File: src/rtl/uart_tx_fifo_if.sv
// rtl/uart_tx_fifo_if.sv - write handshake between the CPU MMIO path and the UART TX FIFO
// Purpose: carries one character per accepted write into uart_tx_fifo.
// Signals:
//   wvalid  master->slave  write request
//   wdata   master->slave  character, bit 0 sent first
//   wready  slave->master  FIFO not full; write accepted when wvalid & wready
interface uart_tx_fifo_if #(
  parameter int DATA_BITS = 8
);
  logic                 wvalid;
  logic [DATA_BITS-1:0] wdata;
  logic                 wready;

  modport master (output wvalid, output wdata, input wready);
  modport slave  (input wvalid, input wdata, output wready);
endinterface

File: src/rtl/uart_tx_fifo.sv
// rtl/uart_tx_fifo.sv - buffered UART transmitter with configurable frame format
// Purpose: queues characters in a circular FIFO and serialises them as
//   start / DATA_BITS data (LSB first) / optional parity / STOP_BITS stop.
// Ports:
//   clk      system clock, rising edge
//   rst      synchronous active-high reset
//   wr       write handshake (slave modport: wvalid, wdata, wready)
//   level    words held in the FIFO, excluding the frame in flight
//   busy     frame in flight or FIFO non-empty
//   uart_tx  registered serial line, idle high
module uart_tx_fifo #(
  parameter int SYSTEM_CLK = 50_000_000,
  parameter int BAUDRATE   = 115_200,
  parameter int DATA_BITS  = 8,
  parameter int PARITY     = 0,
  parameter int STOP_BITS  = 1,
  parameter int FIFO_DEPTH = 16
) (
  input  logic                        clk,
  input  logic                        rst,
  uart_tx_fifo_if.slave               wr,
  output logic [$clog2(FIFO_DEPTH):0] level,
  output logic                        busy,
  output logic                        uart_tx
);
  localparam int DIV = (SYSTEM_CLK + BAUDRATE / 2) / BAUDRATE;
  localparam int AW  = $clog2(FIFO_DEPTH);
  localparam int LW  = AW + 1;
  localparam int CW  = $clog2(STOP_BITS * DIV);

  localparam logic [LW-1:0] FULL_LVL  = LW'(FIFO_DEPTH);
  localparam logic [CW-1:0] BIT_LOAD  = CW'(DIV - 1);
  localparam logic [CW-1:0] STOP_LOAD = CW'(STOP_BITS * DIV - 1);
  localparam logic [3:0]    LAST_BIT  = 4'(DATA_BITS - 1);

  if (DIV < 2 || DATA_BITS < 5 || DATA_BITS > 9 || PARITY < 0 || PARITY > 2 ||
      STOP_BITS < 1 || STOP_BITS > 2 || FIFO_DEPTH < 2 ||
      (FIFO_DEPTH & (FIFO_DEPTH - 1)) != 0) begin : g_param_check
    $error("uart_tx_fifo: parameter out of range");
  end

  typedef enum logic [2:0] {IDLE, START, DATA, PAR, STOP} state_t;

  state_t               state;
  logic [DATA_BITS-1:0] mem [FIFO_DEPTH];
  logic [AW-1:0]        wr_ptr;
  logic [AW-1:0]        rd_ptr;
  logic [DATA_BITS-1:0] sh;
  logic                 p;
  logic [3:0]           bit_idx;
  logic [CW-1:0]        cnt;
  logic                 push;
  logic                 pop;
  logic                 p_next;

  assign wr.wready = (level != FULL_LVL);
  assign push      = wr.wvalid & wr.wready;
  // Pop only where a new frame can begin: from idle, or on the final stop-bit cycle.
  assign pop       = (|level) && ((state == IDLE) || (state == STOP && cnt == '0));
  assign busy      = (state != IDLE) || (|level);
  assign p_next    = p ^ sh[0];

  always_ff @(posedge clk) begin
    if (rst) begin
      state   <= IDLE;
      wr_ptr  <= '0;
      rd_ptr  <= '0;
      level   <= '0;
      sh      <= '0;
      p       <= 1'b0;
      bit_idx <= '0;
      cnt     <= '0;
      uart_tx <= 1'b1;
    end else begin
      if (push) begin
        mem[wr_ptr] <= wr.wdata;
        wr_ptr      <= wr_ptr + 1'b1;
      end
      if (pop) rd_ptr <= rd_ptr + 1'b1;
      if (push && !pop)      level <= level + 1'b1;
      else if (pop && !push) level <= level - 1'b1;

      case (state)
        IDLE: begin
          uart_tx <= 1'b1;
          if (pop) begin
            sh      <= mem[rd_ptr];
            p       <= 1'b0;
            cnt     <= BIT_LOAD;
            state   <= START;
            uart_tx <= 1'b0;
          end
        end
        START: begin
          if (cnt == '0) begin
            state   <= DATA;
            bit_idx <= '0;
            cnt     <= BIT_LOAD;
            uart_tx <= sh[0];
          end else begin
            cnt <= cnt - 1'b1;
          end
        end
        DATA: begin
          if (cnt == '0) begin
            p       <= p_next;
            sh      <= sh >> 1;
            bit_idx <= bit_idx + 1'b1;
            if (bit_idx == LAST_BIT) begin
              if (PARITY != 0) begin
                state   <= PAR;
                cnt     <= BIT_LOAD;
                uart_tx <= (PARITY == 2) ? p_next : ~p_next;
              end else begin
                state   <= STOP;
                cnt     <= STOP_LOAD;
                uart_tx <= 1'b1;
              end
            end else begin
              cnt     <= BIT_LOAD;
              uart_tx <= sh[1];
            end
          end else begin
            cnt <= cnt - 1'b1;
          end
        end
        PAR: begin
          if (cnt == '0) begin
            state   <= STOP;
            cnt     <= STOP_LOAD;
            uart_tx <= 1'b1;
          end else begin
            cnt <= cnt - 1'b1;
          end
        end
        STOP: begin
          if (cnt == '0) begin
            if (pop) begin
              // Next start bit begins on the edge that ends this stop bit.
              sh      <= mem[rd_ptr];
              p       <= 1'b0;
              cnt     <= BIT_LOAD;
              state   <= START;
              uart_tx <= 1'b0;
            end else begin
              state   <= IDLE;
              uart_tx <= 1'b1;
            end
          end else begin
            cnt <= cnt - 1'b1;
          end
        end
        default: begin
          state   <= IDLE;
          uart_tx <= 1'b1;
        end
      endcase
    end
  end
endmodule
File: src/flat_wrapper.sv
// flat-port wrapper written by rule: the top's interface ports become plain ports
module uart_tx_fifo_flat 
#(
  parameter int SYSTEM_CLK = 50_000_000,
  parameter int BAUDRATE   = 115_200,
  parameter int DATA_BITS  = 8,
  parameter int PARITY     = 0,
  parameter int STOP_BITS  = 1,
  parameter int FIFO_DEPTH = 16
)
  (clk, rst, level, busy, uart_tx, wr_wvalid, wr_wdata, wr_wready);
  uart_tx_fifo_if #(.DATA_BITS(DATA_BITS)) wr_i ();
  input  logic clk;
  input  logic rst;
  output logic [$clog2(FIFO_DEPTH):0] level;
  output logic busy;
  output logic uart_tx;
  input wire logic [$bits(wr_i.wvalid)-1:0] wr_wvalid;
  input wire logic [$bits(wr_i.wdata)-1:0] wr_wdata;
  output wire logic [$bits(wr_i.wready)-1:0] wr_wready;
  assign wr_i.wvalid = wr_wvalid;
  assign wr_i.wdata = wr_wdata;
  assign wr_wready = wr_i.wready;
  uart_tx_fifo #(.SYSTEM_CLK(SYSTEM_CLK), .BAUDRATE(BAUDRATE), .DATA_BITS(DATA_BITS), .PARITY(PARITY), .STOP_BITS(STOP_BITS), .FIFO_DEPTH(FIFO_DEPTH)) u_core (.clk(clk), .rst(rst), .wr(wr_i), .level(level), .busy(busy), .uart_tx(uart_tx));
endmodule
File: config.mk
export PLATFORM = sky130hd
export DESIGN_NAME = uart_tx_fifo_flat
export DESIGN_NICKNAME = d
export VERILOG_FILES = /design/src/rtl/uart_tx_fifo_if.sv /design/src/rtl/uart_tx_fifo.sv /design/src/flat_wrapper.sv
export SDC_FILE = /design/constraint.sdc
export NUM_CORES = 1
export LEC_CHECK = 0
export ABC_AREA = 0
export BUFFER_PORTS_ARGS = -buffer_cell sky130_fd_sc_hd__buf_2
export CAP_MARGIN = 20
export CORE_ASPECT_RATIO = 0.75
export CORE_MARGIN = 3
export CORE_UTILIZATION = 62
export CTS_BUF_LIST = sky130_fd_sc_hd__clkbuf_4
export CTS_CLUSTER_SIZE = 28
export DETAILED_ROUTE_END_ITERATION = 10
export GPL_TIMING_DRIVEN = 0
export MAX_ROUTING_LAYER = met4
export PLACE_DENSITY = 0.79
export SLEW_MARGIN = 15
export SYNTH_ARGS = -nofsm -noshare
export SYNTH_HDL_FRONTEND = slang
export SYNTH_SLANG_ARGS = --single-unit
File: constraint.sdc
create_clock -name clk -period 3.9 [get_ports clk]
set_input_delay 0.39 -clock clk [delete_from_list [all_inputs] [get_ports clk]]
set_output_delay 0.39 -clock clk [all_outputs]
set_load 0.02 [all_outputs]
* Word level (Yosys, flattened, before mapping)
Memories as Yosys holds them, arrays and structs flattened. A register that Yosys moved wholly into a read port is not among the register bits.
Cells that the tools add are included.
** Storage, ports and cells
- Bits in registers :: 38
- RAM bits :: 128
- Bits of input ports :: 11
- Word-level logic and storage cells :: 82
- Memories kept :: 1
** Memory list
- u_core.mem :: depth 16, width 8, read ports 1, clocked after memory_dff 1, write ports 1, line uart_tx_fifo.sv:45 : logic [DATA_BITS-1:0] mem [FIFO_DEPTH];
** Cells by class
- $add $sub $neg :: 6
- Equal/unequal tests :: 12
- Muxes and demuxes :: 33
- Bitwise logic cells :: 1
- Reductions and logical operators :: 21
** Operator list (number)
- 2-to-1 mux 9 bit :: 3
- case mux 9 bit (3 select lines) :: 1
- 2-to-1 mux 8 bit :: 3
- case mux 8 bit (3 select lines) :: 1
- 2-to-1 mux 3 bit :: 6
- 2-to-1 mux 4 bit :: 4
- case mux 3 bit (5 select lines) :: 1
- adder 4 x 1 -> 4 bit (second input constant) :: 3
- 2-to-1 mux 1 bit :: 10
- 2-to-1 mux 5 bit :: 2
- != test 2 x 1 -> 1 bit (second input constant) :: 5
- logical NOT 9 bit :: 1
- nonzero test 3 bit :: 3
- subtractor 9 x 1 -> 9 bit (second input constant) :: 1
- case mux 4 bit (2 select lines) :: 1
- equality test 3 x 2 -> 1 bit (second input constant) :: 2
- AND reduction 3 bit :: 2
- AND reduction 6 bit :: 1
- adder 5 x 1 -> 5 bit (second input constant) :: 1
- != test 5 bit (second input constant) :: 1
- case mux 1 bit (5 select lines) :: 1
- OR reduction 5 bit :: 1
- subtractor 5 x 1 -> 5 bit (second input constant) :: 1
- equality test 4 x 3 -> 1 bit (second input constant) :: 1
- 11 further kinds :: 17

* Logic depth before layout (Yosys ltp)
Gate-level depths: netlist of run 1.
- Word-level depth :: 7
- Depth in mapped cells :: 15
- Depth with buffers taken out :: 14

* Least setup slack after synthesis of run 1
No wires, ideal clock.
- Kind :: reg-to-reg
- From :: reg u_core.cnt[0]
- To :: reg u_core.level[4]
- Setup time :: 0.071 ns
- Data arrival time :: 3.161 ns
- Data required time :: 3.829 ns
- Slack :: 0.668 ns
- Cell stages (with the launch flop) :: 16
- Path buffers :: 1
- Cell sequence :: dfxtp_1 -> inv_1 -> ha_1 -> or4b_4 -> buf_6 -> or2_4 -> a21oi_2 -> inv_1 -> ha_1 -> inv_1 -> ha_1 -> a21o_1 -> a21oi_1 -> xnor2_1 -> or3_1 -> a21oi_1
** On the way
- Longest elaborated chain between the ends :: 7
- Elaborated cells on any way between the ends :: 9
** Ends and longest elaborated chain
- start, declared :: line uart_tx_fifo.sv:51 : logic [CW-1:0] cnt;
- start signal, assigned :: line uart_tx_fifo.sv:101 : cnt <= cnt - 1'b1;
- start signal, assigned :: line uart_tx_fifo.sv:124 : cnt <= cnt - 1'b1;
- start signal, assigned :: line uart_tx_fifo.sv:133 : cnt <= cnt - 1'b1;
- logical NOT 9 bit (*) :: line uart_tx_fifo.sv:59 : assign pop = (|level) && ((state == IDLE) || (state == STOP && cnt == '0));
- logical AND 1 bit (*) :: line uart_tx_fifo.sv:59
- logical OR 1 bit (*) :: line uart_tx_fifo.sv:59
- logical AND 1 bit (*) :: line uart_tx_fifo.sv:59
- logical NOT 1 bit :: line uart_tx_fifo.sv:80 : if (push && !pop) level <= level + 1'b1;
- logical AND 1 bit :: line uart_tx_fifo.sv:80
- 2-to-1 mux 5 bit / nonzero test 2 bit (equally long branches)
- end signal, assigned :: line uart_tx_fifo.sv:80
- end signal, assigned :: line uart_tx_fifo.sv:81 : else if (pop && !push) level <= level - 1'b1;
- end, declared :: line uart_tx_fifo.sv:22 : output logic [$clog2(FIFO_DEPTH):0] level,
Mark *: on every way between the ends. The rest lies on a longest branch, timed or not.
A chain may end at the register's enable or synchronous reset.

* Worst setup path after layout of run 1
Ends and elaborated chain as after synthesis.

==> flow_metrics.env, run 1 <==
export IMPL_via_per_inst=6.275
export IMPL_postCtsSetupBuffers=0
export IMPL_die_area_um2=12800
export IMPL_die_x_um=129.7
export IMPL_post_cts_resized=0
export IMPL_grt_use_total_pct=24.97
export IMPL_fillerInstances=778
export IMPL_dpl_cell_count=657
export IMPL_worst_setup_path_start_kind="register"
export IMPL_setup_viol=0
export IMPL_antenna_found_initial=0
export IMPL_yosys_area_top_type="edfxtp_1"
export IMPL_antenna_left=0
export IMPL_max_cap_viol_count=0
export IMPL_async_flop_share_pct=0
export IMPL_grt_remaining_overflow=0
export IMPL_cts_buffers=17
export IMPL_synth_avg_cell_area_um2=14.22
export IMPL_pwr_density_cell_nw_per_um2=648.7
export IMPL_p_leak_nw=2.543
export IMPL_synth_edf_count=128
export IMPL_clock_fmax_mhz=273.5
export IMPL_grt_pass1_vias=4132
export IMPL_synthTopCellsByArea="edfxtp_1 54%, dfxtp_1 12%, mux4_2 6.3%"
export IMPL_syn_nets=523
export IMPL_drc_errors=0
export IMPL_status="finished clean"
export IMPL_layout_nets=559
export IMPL_crit_type="register to register"
export IMPL_synth_seq_cells=170
export IMPL_worst_pin_slew_ps=909.9
export IMPL_clock_latency_ps=600
export IMPL_hp_class="input port to register"
export IMPL_layoutNonFillerInstCount=690
export IMPL_port_buffers=17
export IMPL_synth_top_area_share_pct=54.07
export IMPL_drive_above_1_share_pct=16.39
export IMPL_yosys_warnings=0
export IMPL_wirelength_um=14510
export IMPL_cts_htree_levels=4
export IMPL_maxSlewViolCount=0
export IMPL_arrival_ps=4180
export IMPL_multi_input_area_um2=2260
export IMPL_place_gp_congestion=0.8884
export IMPL_finalHoldViolations=0
export IMPL_period_minus_slack_ps=3657
export IMPL_grt_pass1_wl_um=23020
export IMPL_via_count=4330
export IMPL_ios=19
export IMPL_cts_max_path_buffers=2
export IMPL_dpl_hpwl_um=9930
export IMPL_syn_to_final_growth_pct=7.867
export IMPL_critPathRequiredTime_ps=4420
export IMPL_synth_ff_type="edfxtp_1"
export IMPL_drtIter0Drc=481
export IMPL_seq_area_frac_synth_pct=65.89
export IMPL_endpoint_kind="register"
export IMPL_synthesis_area_um2=7109
export IMPL_fp_dieH_um=98.74
export IMPL_worst_clock_skew_ps=23.65
export IMPL_dr_pass1_iters=6
export IMPL_synthCells=500
export IMPL_rsz0062_at_grt="false"
export IMPL_ir_worst_vdd_uv=351.8
export IMPL_holdBufCountCts=0
export IMPL_clockRootBuffer="clkbuf_4"
export IMPL_cp_max_fo=10
export IMPL_core_um2=11070
export IMPL_timing_setup_tns_ps=0
export IMPL_cts_tree="built"
export IMPL_post_route_period_util_pct=93.76
export IMPL_ff_latch_area_um2=4684
export IMPL_layout_common_cells="128 x edfxtp_1, 55 x nor2_1, 42 x dfxtp_1"
export IMPL_core_rowCount=33
export IMPL_final_common_cell="edfxtp_1"
export IMPL_cts_reportedPaths_clkPinSlew_ps=160
export IMPL_grt_max_degree=19
export IMPL_start_util_pct=64.25
export IMPL_synth_cell_type_count=62
export IMPL_post_drt_wl_per_cell_um=21.03
export IMPL_slew_headroom_pct=39.12
export IMPL_numClockSinks=170
worst paths after layout:
path / from / endpoint / slack, ps / cells past startpoint
setup / recovery: u_core.cnt[0] / u_core.level[4] / 240 / 15
hold / removal: wr_wdata[4] / u_core.mem[9][4] / 180 / 1
setup reg to reg: u_core.cnt[0] / u_core.level[4] / 240 / 15
hold reg to reg: u_core.sh[4] / u_core.sh[4] / 500 / 1
sequential cells by signal (all words and copies together) (netlist names), named ones only:
name,cells
u_core.sh,8
u_core.uart_tx,1
u_core.wr_ptr,4
u_core.state,3
u_core.mem,128
u_core.level,5
u_core.cnt,9
u_core.bit_idx,4
u_core.rd_ptr,4
cells by family after synthesis:
group | after synthesis | share of synthesized area, %
DFF | 170 | 65.89
AOI/OAI and AO/OA | 97 | 9.029
xor gates and xnor gates | 14 | 1.725
and+or+nand+nor | 123 | 8.818
buffers and inverters | 38 | 2.323
muxes | 46 | 9.996
adders and majority gates | 12 | 2.218
per-layer routing:
layer	vias to the layer above	routed length [um]	global-route usage (%)	share of wire (%)
met5	-	0	-	0
met4	0	270	7.109	1.9
met3	30	1183	5.688	8.2
met2	187	6620	35.09	46
met1	2121	6438	37.23	44
li1	1992	-	-	-
final cells by class:
class | count | area share (%)
clock inverters | 15 | 2.203
flip-flops and latches | 170 | 61.09
multi-input cells | 292 | 29.47
plain buffers | 27 | 1.615
clock buffers | 17 | 1.664
inverters | 11 | 0.5384
well taps | 140 | 2.284
diodes | 1 | 0.03263
repair buffers | 17 | 1.109
cell usage after synthesis, drive strengths merged (8+ instances only):
master and count:
mux4 20, dfxtp 42, buf 14, inv 11, edfxtp 128, nand2b 8
nand2 19, o21ai 19, nor2 55, ha 11, mux2i 26, a21oi 33
clkbuf 13, xnor2 8
stage by stage:
stage          area, um2  hold WS [ps]  power (W)  setup slack (ps)  util, %
2_1_floorplan       7109         433.2   0.003530             668.2        -
3_3_place_gp        7370         439.6   0.003886             393.0    66.60
3_5_place_dp        7370         459.6   0.003952             296.6    66.60
4_1_cts             7666         163.3   0.004967             251.4    69.28
5_1_grt             7666         147.3   0.005252             42.94    69.28
6_report            7669         178.1   0.004974             243.3    69.30
critical path: stages, from the launching register on:
cell	delay, ps
dfxtp_1	370
inv_1	110
ha_1	220
or4b_4	490
buf_6	160
or2_4	260
a21oi_2	240
inv_1	140
ha_1	230
inv_1	150
ha_1	290
a21o_1	190
a21oi_1	190
xnor2_1	90
or3_1	310
a21oi_1	150
where the power goes:
group / switching [W] / internal (W)
clock network: 0.000680 / 0.000353
registers: 0.000115 / 0.00209
logic: 0.000997 / 0.000742
total: 0.00179 / 0.00318
No activity file was read; power rests on OpenSTA's default activity.
==> run 2, diff against run 1 <==
--- a/config.mk
+++ b/config.mk
@@ -6,7 +6,6 @@
 export NUM_CORES = 1
 export LEC_CHECK = 0
 export ABC_AREA = 0
-export BUFFER_PORTS_ARGS = -buffer_cell sky130_fd_sc_hd__buf_2
 export CAP_MARGIN = 20
 export CORE_ASPECT_RATIO = 0.75
 export CORE_MARGIN = 3
@@ -14,9 +13,9 @@
 export CTS_BUF_LIST = sky130_fd_sc_hd__clkbuf_4
 export CTS_CLUSTER_SIZE = 28
 export DETAILED_ROUTE_END_ITERATION = 10
+export DONT_BUFFER_PORTS = 1
 export GPL_TIMING_DRIVEN = 0
-export MAX_ROUTING_LAYER = met4
-export PLACE_DENSITY = 0.79
+export PLACE_DENSITY = 0.78
 export SLEW_MARGIN = 15
 export SYNTH_ARGS = -nofsm -noshare
 export SYNTH_HDL_FRONTEND = slang
==> run 2 against run 1 <==
Count of clock-buffer cells in the layout stayed put. Critical path type unchanged. Clock power is 5% lower. Register-to-register slack hardly changed. Sequential cell count stayed put. Sequential share of layout area is 0.13 points higher. Power is 1.3% lower. Maximum frequency is 0.33% higher. Routed wire length is 2.4% higher. Hold slack better by 71 ps. Final area is 0.21% lower. Core utilization is 0.15 points lower.
==> flow_metrics.env, run 2 (synthesis gave the netlist of run 1 again) <==
export IMPL_status="finished clean"
export IMPL_final_common_cell="edfxtp_1"
export IMPL_clock_latency_ps=570
export IMPL_dpl_cell_count=640
export IMPL_slowest_delay_ps=490
export IMPL_die_x_um=129.7
export IMPL_via_per_inst=6.409
export IMPL_rsz0062_at_grt="false"
export IMPL_finalHoldViolations=0
export IMPL_clockRootBuffer="clkbuf_4"
export IMPL_numClockSinks=170
export IMPL_core_rowCount=33
export IMPL_setup_viol=0
export IMPL_maxSlewViolCount=0
export IMPL_cts_buffers=17
export IMPL_cts_reportedPaths_clkPinSlew_ps=160
export IMPL_place_gp_congestion=0.8559
export IMPL_p_total_w=0.004909
export IMPL_grt_pass1_vias=4225
export IMPL_dpl_hpwl_um=9999
export IMPL_critPathRequiredTime_ps=4400
export IMPL_hp_class="input port to register"
export IMPL_grt_pass1_wl_um=23300
export IMPL_slowest_stage="or4b_4"
export IMPL_cts_tree="built"
export IMPL_crit_chain="inv_1 -> ha_1 -> or4b_4 -> buf_6 -> or2_4 -> a21oi_4 -> inv_1 -> ha_1 -> inv_1 -> ha_1 -> a21o_1 -> a21oi_1 -> xnor2_1 -> or3_1 -> a21oi_1"
export IMPL_antenna_left=0
export IMPL_port_buffers=0
export IMPL_fillerInstances=745
export IMPL_cp_num_buf_inv=4
export IMPL_grt_remaining_overflow=0
export IMPL_slew_headroom_pct=38.17
export IMPL_post_drt_wl_per_cell_um=21.86
export IMPL_die_area_um2=12800
export IMPL_cts_htree_levels=4
export IMPL_dr_pass1_iters=5
export IMPL_period_minus_slack_ps=3644
export IMPL_p_leak_nw=2.489
export IMPL_worst_pin_slew_ps=924.1
export IMPL_post_route_period_util_pct=93.45
export IMPL_antenna_found_initial=0
export IMPL_postCtsSetupBuffers=0
export IMPL_drive_above_1_share_pct=13.33
export IMPL_utilization_pct=69.15
export IMPL_crit_type="register to register"
export IMPL_wirelength_um=14870
export IMPL_core_um2=11070
export IMPL_syn_to_final_growth_pct=7.638
export IMPL_cts_max_path_buffers=2
export IMPL_max_cap_viol_count=0
export IMPL_start_util_pct=64.25
export IMPL_largest_reg_flops=128
export IMPL_worst_setup_path_start_kind="register"
export IMPL_via_count=4358
export IMPL_fin_area_um2=7652
export IMPL_cp_max_fo=10
export IMPL_placed_area_um2=7284
export IMPL_crit_family="simple AND/OR/NAND/NOR gates"
export IMPL_drc_errors=0
export IMPL_pwr_density_cell_nw_per_um2=641.5
export IMPL_regMostFlops="u_core.mem"
export IMPL_layout_common_cells="128 x edfxtp_1, 55 x nor2_1, 42 x dfxtp_1"
export IMPL_timing_setup_tns_ps=0
export IMPL_worst_clock_skew_ps=24.96
export IMPL_arrival_ps=4140
export IMPL_diodes=0
export IMPL_grt_max_degree=19
export IMPL_fp_dieH_um=98.74
export IMPL_top_regs="u_core.mem: 128 flops, u_core.cnt: 9 flops, u_core.sh: 8 flops"
export IMPL_endpoint_kind="register"
export IMPL_grt_use_total_pct=24.66
export IMPL_drtIter0Drc=518
export IMPL_layoutNonFillerInstCount=680
export IMPL_layout_nets=550
export IMPL_ir_worst_vdd_uv=338.8
export IMPL_clock_fmax_mhz=274.4
export IMPL_ios=19
[run 2: cell types whose count changed in the layout (fill, tap and decap cells not counted), moves of 3 or more]
cell,before,now
clkinvlp_4,0,3
inv_6,5,2
buf_2,26,9
dlygate4sd3_1,0,8
[run 2: path summary, 6_finish.rpt]
| kind | to | startpoint | slack (ps) | cells past startpoint |
|---|---|---|---|---|
| min reg2reg | u_core.sh[0] | u_core.sh[0] | 490 | 1 |
| max reg2reg | u_core.level[4] | u_core.cnt[0] | 260 | 15 |
| min | u_core.wr_ptr[0] | wr_wvalid | 250 | 3 |
| max | u_core.level[4] | u_core.cnt[0] | 260 | 15 |
[run 2: worst min-delay path, delay by kind of cell]
family	cells	cell delay, ps
AND/OR/NAND/NOR	1	40
AO/OA/AOI/OAI	1	200
XOR/XNOR	1	170
[run 2: report_power, final]
part | switching [W] | leakage [nW] | total [W] | internal (W)
Combinational | 0.000967 | 0.848 | 0.00169 | 0.000727
Sequential | 0.000147 | 1.50 | 0.00223 | 0.00209
Clock | 0.000692 | 0.143 | 0.000982 | 0.000290
[run 2: per-stage QoR]
stage / hold WS (ps) / worst slack (ps)
global route: 282.8 / 70.96
CTS: 227.6 / 202.1
global placement: 438.9 / 337.7
floorplan: 433.2 / 668.2
detailed placement: 456.2 / 247.3
finish: 249.5 / 255.5
[run 2: repair_timing]
action                                  CTS  global route
endpoints found under the setup margin    0             1
gates resized for setup                   0             1
endpoints found under the hold margin   128             0
hold buffers                              8             0
[run 2: final cells by class]
| cell class | count | area (um2) | share of cell area [%] |
|---|---|---|---|
| Buffer | 27 | 123.9 | 1.619 |
| Clock buffer | 17 | 127.6 | 1.668 |
| Clock inverter | 15 | 152.6 | 1.995 |
| Inverter | 11 | 41.29 | 0.5396 |
| Multi-Input combinational cell | 292 | 2267 | 29.63 |
| Sequential cell | 170 | 4684 | 61.22 |
| Tap cell | 140 | 175.2 | 2.289 |
| Timing Repair Buffer | 8 | 80.08 | 1.046 |
[run 2: layer usage]
metal | part of all wire [%] | GRT usage [%] | vias to the layer above
met5 | 0 | 0 | -
met4 | 1.6 | 7.668 | 0
met3 | 9.0 | 5.255 | 28
met2 | 47 | 38.18 | 209
met1 | 42 | 35.71 | 2147
li1 | - | - | 1974
